File: config.mk
export PLATFORM = sky130hd
export DESIGN_NAME = cell_stream_fetch
export DESIGN_NICKNAME = d
export VERILOG_FILES = /design/src/rtl/cell_fetch_pkg.sv /design/src/rtl/sync_fifo.sv /design/src/rtl/cell_stream_fetch.sv
export SDC_FILE = /design/constraint.sdc
export NUM_CORES = 2
export LEC_CHECK = 0
export CELL_PAD_IN_SITES_DETAIL_PLACEMENT = 0
export CELL_PAD_IN_SITES_GLOBAL_PLACEMENT = 1
export CORE_AREA = 3 3 625 627
export CTS_CLUSTER_DIAMETER = 200
export DETAILED_ROUTE_END_ITERATION = 6
export DIE_AREA = 0 0 628 630
export HOLD_SLACK_MARGIN = 0.06
export PLACE_DENSITY_LB_ADDON = 0.1
export SETUP_SLACK_MARGIN = 0.2
export SYNTH_ARGS = -nofsm -noshare
export SYNTH_HDL_FRONTEND = slang
export SYNTH_SLANG_ARGS = --single-unit
File: constraint.sdc
create_clock -name clk -period 91.3 [get_ports clk]
set_clock_uncertainty 0.05 [all_clocks]
set_input_delay 18.26 -clock clk [delete_from_list [all_inputs] [get_ports clk]]
set_output_delay 18.26 -clock clk [all_outputs]
set_load 0.005 [all_outputs]
File: src/rtl/cell_fetch_pkg.sv
// Shared definitions for the cell stream fetcher: FSM states, border flag
// bit positions and the layout of the per-read sideband tag.
// Tag layout (TAG_W bits): {flags[3:0], sof, eof}.
package cell_fetch_pkg;

  typedef enum logic [1:0] {
    ST_IDLE  = 2'd0,
    ST_FETCH = 2'd1,
    ST_DRAIN = 2'd2
  } fetch_state_t;

  // Bit positions inside the 4-bit border flag field
  localparam int FLG_T = 3;
  localparam int FLG_B = 2;
  localparam int FLG_L = 1;
  localparam int FLG_R = 0;

  localparam int TAG_W   = 6;
  localparam int TAG_SOF = 1;
  localparam int TAG_EOF = 0;

  function automatic logic [TAG_W-1:0] pack_tag(input logic top, input logic bottom,
                                                input logic left, input logic right,
                                                input logic sof, input logic eof);
    logic [3:0] flags;
    flags        = '0;
    flags[FLG_T] = top;
    flags[FLG_B] = bottom;
    flags[FLG_L] = left;
    flags[FLG_R] = right;
    return {flags, sof, eof};
  endfunction

endpackage

File: src/rtl/sync_fifo.sv
// Synchronous FIFO with the head word visible combinationally on rd_data.
// Latency: a word written at edge N is readable from the cycle after edge N.
// Backpressure: full blocks writes unless a read happens the same cycle.
// Ports: clk/rst (sync, active-high), wr_en/wr_data/full, rd_en/rd_data/empty,
// count = current occupancy.
module sync_fifo #(
  parameter  int WIDTH = 8,
  parameter  int DEPTH = 4,
  localparam int CNT_W = $clog2(DEPTH + 1),
  localparam int PTR_W = (DEPTH > 1) ? $clog2(DEPTH) : 1
) (
  input  logic             clk,
  input  logic             rst,
  input  logic             wr_en,
  input  logic [WIDTH-1:0] wr_data,
  output logic             full,
  input  logic             rd_en,
  output logic [WIDTH-1:0] rd_data,
  output logic             empty,
  output logic [CNT_W-1:0] count
);

  logic [WIDTH-1:0] mem [DEPTH];
  logic [PTR_W-1:0] wr_ptr;
  logic [PTR_W-1:0] rd_ptr;
  logic             do_wr;
  logic             do_rd;

  assign empty   = (count == '0);
  assign full    = (count == CNT_W'(DEPTH));
  assign do_rd   = rd_en && !empty;
  assign do_wr   = wr_en && (!full || do_rd);
  assign rd_data = mem[rd_ptr];

  // Depth need not be a power of two, so pointers wrap explicitly
  function automatic logic [PTR_W-1:0] ptr_inc(input logic [PTR_W-1:0] p);
    return (p == PTR_W'(DEPTH - 1)) ? '0 : p + PTR_W'(1);
  endfunction

  always_ff @(posedge clk) begin
    if (rst) begin
      wr_ptr <= '0;
      rd_ptr <= '0;
      count  <= '0;
    end else begin
      if (do_wr) wr_ptr <= ptr_inc(wr_ptr);
      if (do_rd) rd_ptr <= ptr_inc(rd_ptr);
      if (do_wr && !do_rd)      count <= count + CNT_W'(1);
      else if (do_rd && !do_wr) count <= count - CNT_W'(1);
    end
  end

  // Storage is not reset; validity is tracked by the pointers
  always_ff @(posedge clk) begin
    if (do_wr) mem[wr_ptr] <= wr_data;
  end

endmodule

File: src/rtl/cell_stream_fetch.sv
// Streams one frame of cells from the cell cache in raster order, with border flags and SOF/EOF.
// Latency: first cell valid MEM_LAT+1 cycles after start is accepted; 1 cell/cycle sustained.
// Backpressure: reads issue only against free FIFO credits, so fwd_cell_ready_i low stalls issue.
// Ports: start_i/cfg_* frame request; busy_o/done_o status; bwd_* cache read
// (fixed MEM_LAT response); fwd_* cell stream with valid/ready handshake.
module cell_stream_fetch
  import cell_fetch_pkg::*;
#(
  parameter  int CELL_WIDTH   = 768,
  parameter  int CACHE_DEPTH  = 2048,
  parameter  int MAX_ROW_CNUM = 64,
  parameter  int MAX_COL_CNUM = 64,
  parameter  int MEM_LAT      = 2,
  parameter  int FIFO_DEPTH   = MEM_LAT + 1,   // must be >= MEM_LAT+1
  localparam int ADDR_W       = $clog2(CACHE_DEPTH),
  localparam int ROW_W        = $clog2(MAX_ROW_CNUM + 1),
  localparam int COL_W        = $clog2(MAX_COL_CNUM + 1)
) (
  input  logic                  clk,
  input  logic                  rst,
  input  logic                  start_i,
  input  logic [ADDR_W-1:0]     cfg_base_addr_i,
  input  logic [ROW_W-1:0]      cfg_row_cnum_i,
  input  logic [COL_W-1:0]      cfg_col_cnum_i,
  output logic                  busy_o,
  output logic                  done_o,
  output logic [ADDR_W-1:0]     bwd_cell_addr_o,
  output logic                  bwd_cell_rd_vld,
  input  logic [CELL_WIDTH-1:0] bwd_cell_data_i,
  input  logic                  bwd_cell_rd_rdy,
  output logic [CELL_WIDTH-1:0] fwd_cell_data_o,
  output logic [3:0]            fwd_cell_flag_o,
  output logic                  fwd_cell_sof_o,
  output logic                  fwd_cell_eof_o,
  output logic                  fwd_cell_valid_o,
  input  logic                  fwd_cell_ready_i
);

  localparam int FW    = CELL_WIDTH + TAG_W;
  localparam int CNT_W = $clog2(FIFO_DEPTH + 1);
  localparam int IF_W  = $clog2(MEM_LAT + 1);

  fetch_state_t     state;
  logic [ROW_W-1:0] cfg_rows;
  logic [COL_W-1:0] cfg_cols;
  logic [ADDR_W-1:0] addr;
  logic [ROW_W-1:0] row;
  logic [COL_W-1:0] col;

  // Delay line mirroring reads in flight; stage k holds the read issued k+1 cycles ago
  logic [MEM_LAT-1:0] pipe_vld;
  logic [TAG_W-1:0]   pipe_tag [MEM_LAT];
  logic [IF_W-1:0]    inflight;

  logic [FW-1:0]    fifo_head;
  logic [CNT_W-1:0] fifo_count;
  logic             fifo_empty;
  logic             fifo_full;
  logic             push;
  logic             pop;
  logic             issue;
  logic             credit_ok;
  logic             at_top, at_bottom, at_left, at_right, at_last;
  logic [TAG_W-1:0] issue_tag;

  // Sticky: response with no matching read, or a push into a full FIFO.
  // Not a port; observed hierarchically during debug.
  logic             dbg_rdy_err;

  assign at_top    = (row == '0);
  assign at_bottom = (row == cfg_rows - ROW_W'(1));
  assign at_left   = (col == '0);
  assign at_right  = (col == cfg_cols - COL_W'(1));
  assign at_last   = at_bottom && at_right;
  assign issue_tag = pack_tag(at_top, at_bottom, at_left, at_right, at_top && at_left, at_last);

  always_comb begin
    inflight = '0;
    for (int k = 0; k < MEM_LAT; k++) inflight = inflight + IF_W'(pipe_vld[k]);
  end

  // A pop this cycle frees its slot immediately, keeping 1 cell/cycle with ready high
  assign credit_ok = (32'(fifo_count) + 32'(inflight)) < (32'(FIFO_DEPTH) + 32'(pop));
  assign issue     = (state == ST_FETCH) && credit_ok;

  assign bwd_cell_rd_vld = issue;
  assign bwd_cell_addr_o = addr;

  assign push = bwd_cell_rd_rdy && pipe_vld[MEM_LAT-1];
  assign pop  = fwd_cell_valid_o && fwd_cell_ready_i;

  sync_fifo #(
    .WIDTH (FW),
    .DEPTH (FIFO_DEPTH)
  ) u_out_fifo (
    .clk     (clk),
    .rst     (rst),
    .wr_en   (push),
    .wr_data ({bwd_cell_data_i, pipe_tag[MEM_LAT-1]}),
    .full    (fifo_full),
    .rd_en   (pop),
    .rd_data (fifo_head),
    .empty   (fifo_empty),
    .count   (fifo_count)
  );

  assign fwd_cell_valid_o = !fifo_empty;
  assign fwd_cell_data_o  = fifo_head[TAG_W +: CELL_WIDTH];
  assign fwd_cell_flag_o  = fifo_head[TAG_W-1 -: 4];
  assign fwd_cell_sof_o   = fifo_head[TAG_SOF];
  assign fwd_cell_eof_o   = fifo_head[TAG_EOF];

  always_ff @(posedge clk) begin
    for (int k = 0; k < MEM_LAT; k++) begin
      if (k == 0) pipe_tag[k] <= issue_tag;
      else        pipe_tag[k] <= pipe_tag[k-1];
    end
  end

  always_ff @(posedge clk) begin
    if (rst) begin
      state       <= ST_IDLE;
      busy_o      <= 1'b0;
      done_o      <= 1'b0;
      cfg_rows    <= '0;
      cfg_cols    <= '0;
      addr        <= '0;
      row         <= '0;
      col         <= '0;
      pipe_vld    <= '0;
      dbg_rdy_err <= 1'b0;
    end else begin
      done_o <= 1'b0;

      for (int k = 0; k < MEM_LAT; k++) begin
        if (k == 0) pipe_vld[k] <= issue;
        else        pipe_vld[k] <= pipe_vld[k-1];
      end

      if ((bwd_cell_rd_rdy && !pipe_vld[MEM_LAT-1]) || (push && fifo_full && !pop))
        dbg_rdy_err <= 1'b1;

      case (state)
        ST_IDLE: begin
          if (start_i) begin
            if (cfg_row_cnum_i != '0 && cfg_col_cnum_i != '0) begin
              cfg_rows <= cfg_row_cnum_i;
              cfg_cols <= cfg_col_cnum_i;
              addr     <= cfg_base_addr_i;
              row      <= '0;
              col      <= '0;
              busy_o   <= 1'b1;
              state    <= ST_FETCH;
            end else begin
              // Empty frame completes immediately
              done_o <= 1'b1;
            end
          end
        end

        ST_FETCH: begin
          if (issue) begin
            addr <= (addr == ADDR_W'(CACHE_DEPTH - 1)) ? '0 : addr + ADDR_W'(1);
            if (at_right) begin
              col <= '0;
              row <= row + ROW_W'(1);
            end else begin
              col <= col + COL_W'(1);
            end
            if (at_last) state <= ST_DRAIN;
          end
        end

        ST_DRAIN: begin
          // Finish on the handshake that empties the FIFO with nothing left in flight,
          // so done_o lands exactly one cycle after the final cell is taken
          if (pipe_vld == '0 && pop && fifo_count == CNT_W'(1)) begin
            done_o <= 1'b1;
            busy_o <= 1'b0;
            state  <= ST_IDLE;
          end
        end

        default: state <= ST_IDLE;
      endcase
    end
  end

endmodule

==> impl_results.md <==
- Largest net degree at the start of global routing: 189
- Post-synth EDFFs: 2322
- Nets: 7786
- CP endpoint kind: primary output
- Post-DP Area: 110600 sq um
- Top cells by area, synth: edfxtp_1, mux2i_1, o21ai_0
- Worst Path Required: 72990 ps
- Vias in the first global route: between 50000 and 60000
- Post-synth cell types: 53
- Worst setup SP type: input pin
- GRT Overall Usage: about 16%
- Post-CTS Setup Inserts: 0
- Clock tree buffer depth: 4
- Hold Buf Count CTS: 0
- CP cell instances: clkdlybuf4s50_1 -> nand2_1 -> inv_1 -> ha_1 -> o21a_1 -> o21a_1 -> nor2_1 -> clkdlybuf4s50_1
- Yosys reg bits: between 2000 and 2500
- Power per cell area: 23.13 nW/um^2
- Final ANT Viol Nets: 0
- Tmin final: 39050 ps
- # clock sinks: roughly 2400
- Starting Density: between 20% and 30%
- Antenna violations before repair: 222
- Post-route cell area: about 120000 sq um
- Post-Syn Nets: 6100
- Status: completed
- Peak supply drop: 0.01322 mV
- Pre-Repair DR Iteration Count: 5
- Synth area leader: edfxtp_1
- Post-CTS resize count: 0
- Die W: 628 microns
- Worst-Skew Late Latency: 890 ps
- H-tree depth: 5
- Clock Pin Slew Worst Setup and Hold Paths: approximately 50 ps
- RePlAce Congestion: approximately 0.77
- Vias after detailed routing: 50706
- Port bufs: 1586
- Worst-path maximum fanout: 9
- Final setup fails: 0
- FF/Latch Area: 71040 sq um
- Fillers: 37910
- Placement Rows: 228
- Root Driver: clkbuf_16
- Buffers & Inverters on Critical Path: 3
- CP Class: in2out
- Max Clk Rate: approximately 0.026 GHz
- Synth top area share: 78.76%
- # IOs: 1587
- Synthesized cell area: 88530 sq um
- Yosys warning total: 0
- Area Growth Syn to Fin: 35.39%
- TritonCTS clock tree: built
- Syn Area/Cell: 16.74 sq um
- RSZ-0062 raised after global routing: no
- Global-route wire length before repair: 429.9 mm
- Vias/cell: 4.089
- Arr. time, crit path: 20740 ps
- MaxCap Viol Count: 0
- Layout cell share with drive strength beyond 1: 6.791%
- Rel. slew slack: 20.30%
- Fin Setup TNS: 0 ps
- Fin crit share: 42.78%
- CP max stage cell: clkdlybuf4s50_1
- Pleak: about 0.036 uW
- Worst hold path class: reg2reg
- Post-DP HPWL: around 220 mm
- Area of the core: slightly below 400000 sq um
- CP max stage delay: 600 ps
- Die Y: between 600 and 700 microns
- Wire length per cell: 25.79 microns
- Die area: 395600 sq um
- Final Max Slew Viols: 0
- GRT overflow: 0
- Area of the multi-input gates: 16410 sq um
- Routed wire length: 319.9 mm
- TritonCTS Buffers: 296
- Async S/R FF share, synth: 0%
- Worst-Margin Slew: 1183 ps
- Fin. Hold Viols: 0
- Residual DRC: 0
- Top FF cell, synth: edfxtp_1
- Starting DRT DRC Count: between 2000 and 3000
- Sequential share of the synthesized area: 80.23%
- Syn Inst Count: around 5300
- Crit path max-delay family: buffers and inverters
[state kept, by name, summed over array words and instances, names as in the netlist, named ones only]
name               cells
state                  2
pipe_vld               2
cfg_cols               7
pipe_tag              12
cfg_rows               7
u_out_fifo.count       2
col                    7
bwd_cell_addr_o       11
busy_o                 1
u_out_fifo.rd_ptr      2
u_out_fifo.wr_ptr      2
done_o                 1
u_out_fifo.mem      2322
row                    7
[per-layer routing]
layer / global-route usage [%] / routed length, microns / vias up
met5: 0 / 476 / -
met4: 3.753 / 8524 / 72
met3: 5.578 / 24280 / 694
met2: 28.44 / 166500 / 1535
met1: 16.98 / 120000 / 24918
li1: - / - / 23487
[where the power goes]
part	total (uW)	internal, uW	switching, uW
Combinational	438	214	224
Clock	1110	653	462
Sequential	1220	1210	6.70
[through the flow]
stage          hold WS (ps)  util [%]  power (uW)  std cells  setup slack (ps)
6_report              275.2     31.10        2773      12402             52250
3_5_place_dp          262.1     28.69        1695      11850             52230
2_1_floorplan         259.6         -        1422       5287             13730
5_1_grt               284.4     31.09        2894      12387             52160
4_1_cts               277.0     31.08        2835      12376             52220
3_3_place_gp          260.9     28.69        1695      11850             52170
[area by class of cell]
type	instances	area share, %
Antenna cell	26	0.05428
Clock buffer	370	6.526
Clock inverter	156	1.175
Inverter	19	0.05950
Multi-Input combinational cell	2606	13.69
Sequential cell	2387	59.26
Tap cell	5175	5.402
Timing Repair Buffer	1663	13.83
[logic make-up (layout without fill, tap and decap cells)]
family,count (synthesis),count (layout),share of synthesized area [%]
adders and majority gates,15,15,0.2205
muxes,789,789,8.921
buffers and inverters,294,2208,1.252
DFF,2387,2387,80.23
and+or+nand+nor,927,927,4.108
other,0,26,0
AOI/OAI and AO/OA,844,844,4.961
xor gates and xnor gates,31,31,0.3067
[path summary, 6_finish.rpt]
check / start / end / slack [ps] / cells past startpoint
hold / removal: pipe_tag[0][3] / pipe_tag[0][9] / 280 / 0
setup reg to reg: u_out_fifo.count[0] / u_out_fifo.mem[1][703] / 84310 / 13
setup / recovery: fwd_cell_ready_i / bwd_cell_rd_vld / 52250 / 8
hold reg to reg: pipe_tag[0][3] / pipe_tag[0][9] / 280 / 0
[placed cells by master, fill, tap and decap left out, types with 3 or more instances in the layout]
master / Yosys / final
ha_1: 14 / 14
a21o_1: 4 / 4
clkinv_2: 0 / 48
nand3_1: 13 / 13
edfxtp_1: 2322 / 2322
o21a_1: 3 / 3
dfxtp_1: 65 / 63
a211oi_1: 8 / 8
and2_1: 3 / 3
clkbuf_1: 253 / 67
a21oi_1: 16 / 16
inv_1: 19 / 19
diode_2: 0 / 26
nand2b_1: 5 / 5
o21ai_0: 790 / 789
clkinv_8: 0 / 6
a22oi_1: 3 / 3
inv_6: 0 / 9
clkinvlp_4: 0 / 7
clkbuf_16: 0 / 302
clkinv_16: 0 / 6
nand4_1: 6 / 6
nand2_1: 799 / 799
and3_1: 4 / 4
clkinv_1: 0 / 61
nor2_1: 60 / 60
buf_12: 0 / 10
nor3_1: 17 / 16
xnor2_1: 20 / 20
mux2i_1: 789 / 789
clkdlybuf4s50_1: 0 / 1586
nor4_1: 3 / 3
xor2_1: 11 / 11
inv_16: 0 / 4
bufinv_16: 0 / 15
buf_4: 0 / 67
[Yosys cell counts (3+ instances only)]
| cell | count |
|---|---|
| a22oi_1 | 3 |
| nand3_1 | 13 |
| inv_1 | 19 |
| nor2_1 | 60 |
| nor3b_1 | 3 |
| nand2_1 | 799 |
| edfxtp_1 | 2322 |
| dfxtp_1 | 65 |
| o21ai_0 | 790 |
| and3_1 | 4 |
| clkbuf_1 | 253 |
| xnor2_1 | 20 |
| buf_1 | 18 |
| nor4_1 | 3 |
| ha_1 | 14 |
| a21oi_1 | 16 |
| o21a_1 | 3 |
| xor2_1 | 11 |
| nand2b_1 | 5 |
| and2_1 | 3 |
| nor3_1 | 17 |
| nand4_1 | 6 |
| a211oi_1 | 8 |
| mux2i_1 | 789 |
| buf_2 | 4 |
| a21o_1 | 4 |
Note: power is estimated with default switching activity, not from simulation.
